File: src/rtl/bomb_pkg.sv
// Shared types and widths for the bomb-game controller and its checker link.
package bomb_pkg;

  localparam int unsigned TIME_W = 7;
  localparam int unsigned TRY_W  = 3;
  localparam int unsigned PSW_W  = 7;

  typedef enum logic [2:0] {
    ST_IDLE     = 3'd0,
    ST_SETUP    = 3'd1,
    ST_ARMED    = 3'd2,
    ST_CHECK    = 3'd3,
    ST_DEFUSED  = 3'd4,
    ST_EXPLODED = 3'd5
  } state_t;

endpackage

File: src/rtl/bomb_game_ctrl_if.sv
// Link between the game sequencer (master) and the password checker (slave).
interface bomb_game_ctrl_if;
  import bomb_pkg::*;

  logic             check_en;
  logic             check_rst_n;
  logic [PSW_W-1:0] psw;
  logic             check_pass;

  modport master (output check_en, output check_rst_n, output psw, input check_pass);
  modport slave  (input check_en, input check_rst_n, input psw, output check_pass);
endinterface

File: src/rtl/bomb_game_ctrl_tick.sv
// Seconds prescaler: one-cycle tick every CLK_HZ enabled cycles; clr restarts the count.
module sec_tick_gen #(
  parameter int unsigned CLK_HZ = 1000
) (
  input  logic clk,
  input  logic rst,
  input  logic clr,
  input  logic en,
  output logic tick
);
  localparam int unsigned CW = (CLK_HZ > 1) ? $clog2(CLK_HZ) : 1;
  localparam logic [CW-1:0] LAST = CW'(CLK_HZ - 1);

  logic [CW-1:0] cnt;

  always_ff @(posedge clk) begin
    if (rst || clr) begin
      cnt <= '0;
    end else if (en) begin
      cnt <= (cnt == LAST) ? '0 : cnt + 1'b1;
    end
  end

  assign tick = en && (cnt == LAST);
endmodule

File: src/rtl/bomb_game_ctrl.sv
// Bomb-game sequencer: latches the password, runs the countdown and try counter,
// and decides defused/exploded from the checker's sticky pass flag.
module bomb_game_ctrl
  import bomb_pkg::*;
#(
  parameter int unsigned CLK_HZ    = 1000,
  parameter int unsigned TIME_S    = 60,
  parameter int unsigned MAX_TRIES = 3
) (
  input  logic              clk,
  input  logic              rst,
  input  logic              btn_start,
  input  logic              btn_confirm,
  input  logic [PSW_W-1:0]  SW,
  bomb_game_ctrl_if.master  chk,
  output logic              armed,
  output logic              defused,
  output logic              exploded,
  output logic [TIME_W-1:0] time_left,
  output logic [TRY_W-1:0]  tries_left
);
  localparam logic [TIME_W-1:0] TIME_INIT = TIME_W'(TIME_S);
  localparam logic [TRY_W-1:0]  TRY_INIT  = TRY_W'(MAX_TRIES);

  state_t           state, state_n;
  logic             start_q, confirm_q;
  logic             start_ev, confirm_ev;
  logic             tick, tick_clr, tick_en, expire;
  logic [PSW_W-1:0] psw_q;

  assign start_ev   = btn_start & ~start_q;
  assign confirm_ev = btn_confirm & ~confirm_q;
  assign tick_en    = (state == ST_ARMED) || (state == ST_CHECK);
  assign tick_clr   = (state == ST_SETUP) && confirm_ev;
  // Expiry is the tick that takes the counter to zero, so it is known a cycle early.
  assign expire     = tick && (time_left <= TIME_W'(1));

  sec_tick_gen #(.CLK_HZ(CLK_HZ)) u_tick (
    .clk  (clk),
    .rst  (rst),
    .clr  (tick_clr),
    .en   (tick_en),
    .tick (tick)
  );

  always_ff @(posedge clk) begin
    if (rst) begin
      start_q   <= 1'b0;
      confirm_q <= 1'b0;
    end else begin
      start_q   <= btn_start;
      confirm_q <= btn_confirm;
    end
  end

  always_ff @(posedge clk) begin
    if (rst) state <= ST_IDLE;
    else     state <= state_n;
  end

  always_ff @(posedge clk) begin
    if (rst) begin
      psw_q      <= '0;
      time_left  <= TIME_INIT;
      tries_left <= TRY_INIT;
    end else begin
      if (tick_clr) begin
        psw_q      <= SW;
        time_left  <= TIME_INIT;
        tries_left <= TRY_INIT;
      end
      if (tick && (time_left != '0)) time_left <= time_left - 1'b1;
      if ((state == ST_CHECK) && !chk.check_pass && (tries_left != '0))
        tries_left <= tries_left - 1'b1;
    end
  end

  always_comb begin
    state_n = state;
    case (state)
      ST_IDLE:  if (start_ev) state_n = ST_SETUP;
      ST_SETUP: if (confirm_ev) state_n = ST_ARMED;
      ST_ARMED: begin
        if (expire)          state_n = ST_EXPLODED;
        else if (confirm_ev) state_n = ST_CHECK;
      end
      ST_CHECK: begin
        if (chk.check_pass)                             state_n = ST_DEFUSED;
        else if ((tries_left <= TRY_W'(1)) || expire)   state_n = ST_EXPLODED;
        else                                            state_n = ST_ARMED;
      end
      ST_DEFUSED, ST_EXPLODED: if (start_ev) state_n = ST_IDLE;
      default: state_n = ST_IDLE;
    endcase
  end

  always_comb begin
    armed           = (state == ST_ARMED) || (state == ST_CHECK);
    defused         = (state == ST_DEFUSED);
    exploded        = (state == ST_EXPLODED);
    chk.check_en    = (state == ST_ARMED) || (state == ST_CHECK);
    chk.check_rst_n = (state != ST_IDLE) && (state != ST_SETUP);
    chk.psw         = psw_q;
  end
endmodule
File: src/flat_wrapper.sv
// flat-port wrapper written by rule: the top's interface ports become plain ports
module bomb_game_ctrl_flat import bomb_pkg::*;
#(
  parameter int unsigned CLK_HZ    = 1000,
  parameter int unsigned TIME_S    = 60,
  parameter int unsigned MAX_TRIES = 3
)
  (clk, rst, btn_start, btn_confirm, SW, armed, defused, exploded, time_left, tries_left, chk_check_en, chk_check_rst_n, chk_psw, chk_check_pass);
  bomb_game_ctrl_if chk_i ();
  input  logic clk;
  input  logic rst;
  input  logic btn_start;
  input  logic btn_confirm;
  input  logic [PSW_W-1:0] SW;
  output logic armed;
  output logic defused;
  output logic exploded;
  output logic [TIME_W-1:0] time_left;
  output logic [TRY_W-1:0] tries_left;
  output wire logic [$bits(chk_i.check_en)-1:0] chk_check_en;
  output wire logic [$bits(chk_i.check_rst_n)-1:0] chk_check_rst_n;
  output wire logic [$bits(chk_i.psw)-1:0] chk_psw;
  input wire logic [$bits(chk_i.check_pass)-1:0] chk_check_pass;
  assign chk_check_en = chk_i.check_en;
  assign chk_check_rst_n = chk_i.check_rst_n;
  assign chk_psw = chk_i.psw;
  assign chk_i.check_pass = chk_check_pass;
  bomb_game_ctrl #(.CLK_HZ(CLK_HZ), .TIME_S(TIME_S), .MAX_TRIES(MAX_TRIES)) u_core (.clk(clk), .rst(rst), .btn_start(btn_start), .btn_confirm(btn_confirm), .SW(SW), .chk(chk_i), .armed(armed), .defused(defused), .exploded(exploded), .time_left(time_left), .tries_left(tries_left));
endmodule
File: config.mk
export PLATFORM = sky130hd
export DESIGN_NAME = bomb_game_ctrl_flat
export DESIGN_NICKNAME = d
export VERILOG_FILES = /design/src/rtl/bomb_pkg.sv /design/src/rtl/bomb_game_ctrl_if.sv /design/src/rtl/bomb_game_ctrl_tick.sv /design/src/rtl/bomb_game_ctrl.sv /design/src/flat_wrapper.sv
export SDC_FILE = /design/constraint.sdc
export NUM_CORES = 1
export LEC_CHECK = 0
export BUFFER_PORTS_ARGS = -buffer_cell sky130_fd_sc_hd__buf_2
export CAP_MARGIN = 10
export CORE_ASPECT_RATIO = 2
export CORE_MARGIN = 1.5
export CORE_UTILIZATION = 45
export DETAILED_ROUTE_END_ITERATION = 10
export PLACE_DENSITY = 0.68
export SYNTH_ARGS = -nofsm -noshare
export SYNTH_HDL_FRONTEND = slang
export SYNTH_SLANG_ARGS = --single-unit
File: constraint.sdc
create_clock -name clk -period 3 [get_ports clk]
set_clock_uncertainty 0.05 [all_clocks]
set_input_delay 0.45 -clock clk [delete_from_list [all_inputs] [get_ports clk]]
set_output_delay 0.45 -clock clk [all_outputs]
set_load 0.05 [all_outputs]
==> flow_metrics.py <==
metrics = {
    "status": {
        "status": "finished, final reports clean",
    },
    "final_layout": {
        "syn2layout_area_growth_pct": 16.50,
        "n_antenna_cell": 0,
        "drive_gt1_share_pct": 22.03,
        "stdcell_count": 276,
        "layout.nets": 245,
    },
    "synthesis": {
        "yosys.cell_count.top_type": "dfxtp_1",
        "yosysUniqueCellTypes": 47,
        "synth_top_area_share_pct": 38.76,
        "ys_ff_latch": 32,
        "synth_cells": 194,
        "ys_top_cells_by_area": "dfxtp_1 39%, nand2_1 6.4%, ha_1 5.3%, xor2_1 4.8%, nor2_1 4.3%",
        "yosysWarnings": 0,
        "syn-num-nets": 213,
        "avgSynthCellArea_um2": 8.520,
        "synth_area_leader_cell": "dfxtp_1",
        "synth_top_flop_cell": "dfxtp_1",
        "synth_area_mm2": 0.001653,
        "synth_enable_flop_cells": 0,
        "synthArstFlopShare_pct": 0,
        "synth_common_cells": "32 x dfxtp_1, 28 x nand2_1, 19 x nor2_1",
        "ys_seq_area_share_pct": 38.76,
    },
    "place": {
        "place_ws_ps": 1111,
        "port_buffers": 33,
        "hpwl_um": 2585,
        "place_congestion": 0.7922,
        "dpl.cell_count": 268,
    },
    "global_route": {
        "met2_usage_pct": 33.96,
        "met3_usage_pct": 4.490,
        "overflow": 0,
        "grt_pass1_wl_um": 6023,
        "antenna_found_initial": 0,
        "first_global_vias": 1373,
        "grt-busiest-layer": "met2",
        "met1_usage_pct": 22.36,
        "grt_max_degree": 23,
        "grtUsageTotal_pct": 19.82,
    },
    "routing": {
        "firstDrtPassIters": 3,
        "routed_wl_um": 3436,
        "vias": 1456,
        "drtIter0Drc": 24,
        "routed_via_density": 5.275,
        "wl_per_cell_um": 12.45,
        "detail-route-antenna-nets": 0,
        "drc": 0,
    },
    "pwr": {
        "p_comb_share_pct": 8.9,
        "p_int_uw": 642.9,
        "p_switching_uw": 229.7,
        "p_seq_share_pct": 50.5,
        "power_density_mw_per_mm2": 453.1,
        "p_leak_uw": 0.0007946,
        "clkPwrFrac_pct": 40.5,
        "ir_drop_mv": 0.3612,
        "power_uw": 872.6,
        "sw_frac_of_total_pct": 26.32,
    },
    "flow_run": {
        "cap_violations": 0,
    },
    "clock_tree": {
        "insertion_delay_ps": 290,
        "cts_max_level": 2,
        "clock_path_buffers": 2,
        "ctsResizeCount": 0,
        "cts_inserted_buffers": 5,
        "cts_sinks": 32,
        "post_cts_buffers": 0,
        "cts.clk_slew.worst_paths_ps": 70,
        "cts_tree": "yes",
        "cts-root-buf": "clkbuf_8",
        "cts-hold-fix-buffers": 0,
    },
    "die": {
        "core_mm2": 0.003568,
        "pin_count": 34,
        "start_util_pct": 46.32,
        "die-width_um": 45.86,
        "rows": 31,
        "die-height_um": 88.71,
        "dieArea_mm2": 0.004068,
    },
    "sta": {
        "maxSlewViolCount": 0,
        "worstMarginPinSlew_ps": 524.4,
        "final.setup.tns_ps": 0,
        "period_share_pct": 68.65,
        "worst_slack_ps": 940.6,
        "final-setup-viol-count": 0,
        "rsz0062_at_grt": "no",
        "clock.fmax_mhz": 485.6,
        "slew_headroom_pct": 64.77,
        "period_minus_slack_ps": 2059,
        "finalHoldViolCount": 0,
    },
    "min_path": {
        "hp-class": "in -> reg",
    },
    "critical_path": {
        "endpoint_kind": "output pin",
        "arrival_ps": 1560,
        "cp-start-kind": "register",
        "required_ps": 2500,
        "crit_type": "reg -> out",
        "worstPathMaxFanout": 9,
    },
}
[path summary, 6_finish.rpt]
path                                                  startpoint                               end  slack [ps]  depth (start not counted)
worst max register to register  u_core.time_left[0]$_SDFFE_PP0P_  u_core.time_left[4]$_SDFFE_PP1P_        1100                          5
worst min register to register    u_core.chk.psw[4]$_SDFFE_PP0P_    u_core.chk.psw[4]$_SDFFE_PP0P_         410                          2
worst min-delay path                                   btn_start         u_core.start_q$_SDFF_PP0_         330                          2
worst max-delay path                u_core.state[0]$_SDFFE_PP0P_                          exploded         940                          3
[metal layers]
| layer | up-vias | wire length [µm] |
|---|---|---|
| met5 | - | 0 |
| met4 | 0 | 74 |
| met3 | 6 | 96 |
| met2 | 20 | 1894 |
| met1 | 681 | 1369 |
| li1 | 749 | - |
[cell families after synthesis]
family | count (synthesis) | share of synthesized area [%]
flip-flops | 32 | 38.76
AND/OR/NAND/NOR | 94 | 30.13
XOR/XNOR | 11 | 5.829
buffers and inverters | 15 | 4.694
AO/OA/AOI/OAI | 35 | 15.29
adder cells (fa/ha/maj) | 7 | 5.299
[critical path, cell delays in order (launching register included)]
cell and delay [ps]:
dfxtp_1 480, nor2b_1 350, and2_1 170, buf_2 260
[cells in the final DEF (no fill, tap or decap), drive strengths merged, types with 7 or more instances in the layout]
master / instances
nand3: 7
a21oi: 11
buf: 33
nand2: 28
ha: 7
dfxtp: 32
nor2: 19
inv: 7
xor2: 9
[final cells by class]
class	instances	area (µm²)
clock buffer	6	82.58
clock inverter	2	15.01
sequential	32	640.6
fill	380	1643
multi-input combinational	147	934.6
tap	49	61.31
inverter	7	26.28
timing repair buffer	33	165.2
[per-stage QoR]
stage          utilization [%]  hold slack, ps  instance area, µm²
2_1_floorplan                -           399.1                1653
3_3_place_gp             51.23           392.7                1828
3_5_place_dp             51.23           397.5                1828
4_1_cts                  53.96           331.9                1926
5_1_grt                  53.96           341.8                1926
6_report                 53.96           333.8                1926
[registers in the layout (all words and copies together) (netlist names)]
name / count
u_core.chk.psw: 7
u_core.start_q: 1
u_core.tries_left: 3
u_core.time_left: 7
u_core.state: 3
u_core.confirm_q: 1
u_core.u_tick.cnt: 10
[power by group through the flow]
stage                     Sequential, µW  Combinational [µW]  Clock [µW]
after global placement               450                78.5           0
after detailed placement             450                78.5           0
final                                441                78.0         354
after CTS                            441                78.8         362
after global routing                 442                87.0         381
after floorplan                      455                54.6           0
No activity file was read; power rests on OpenSTA's default activity.
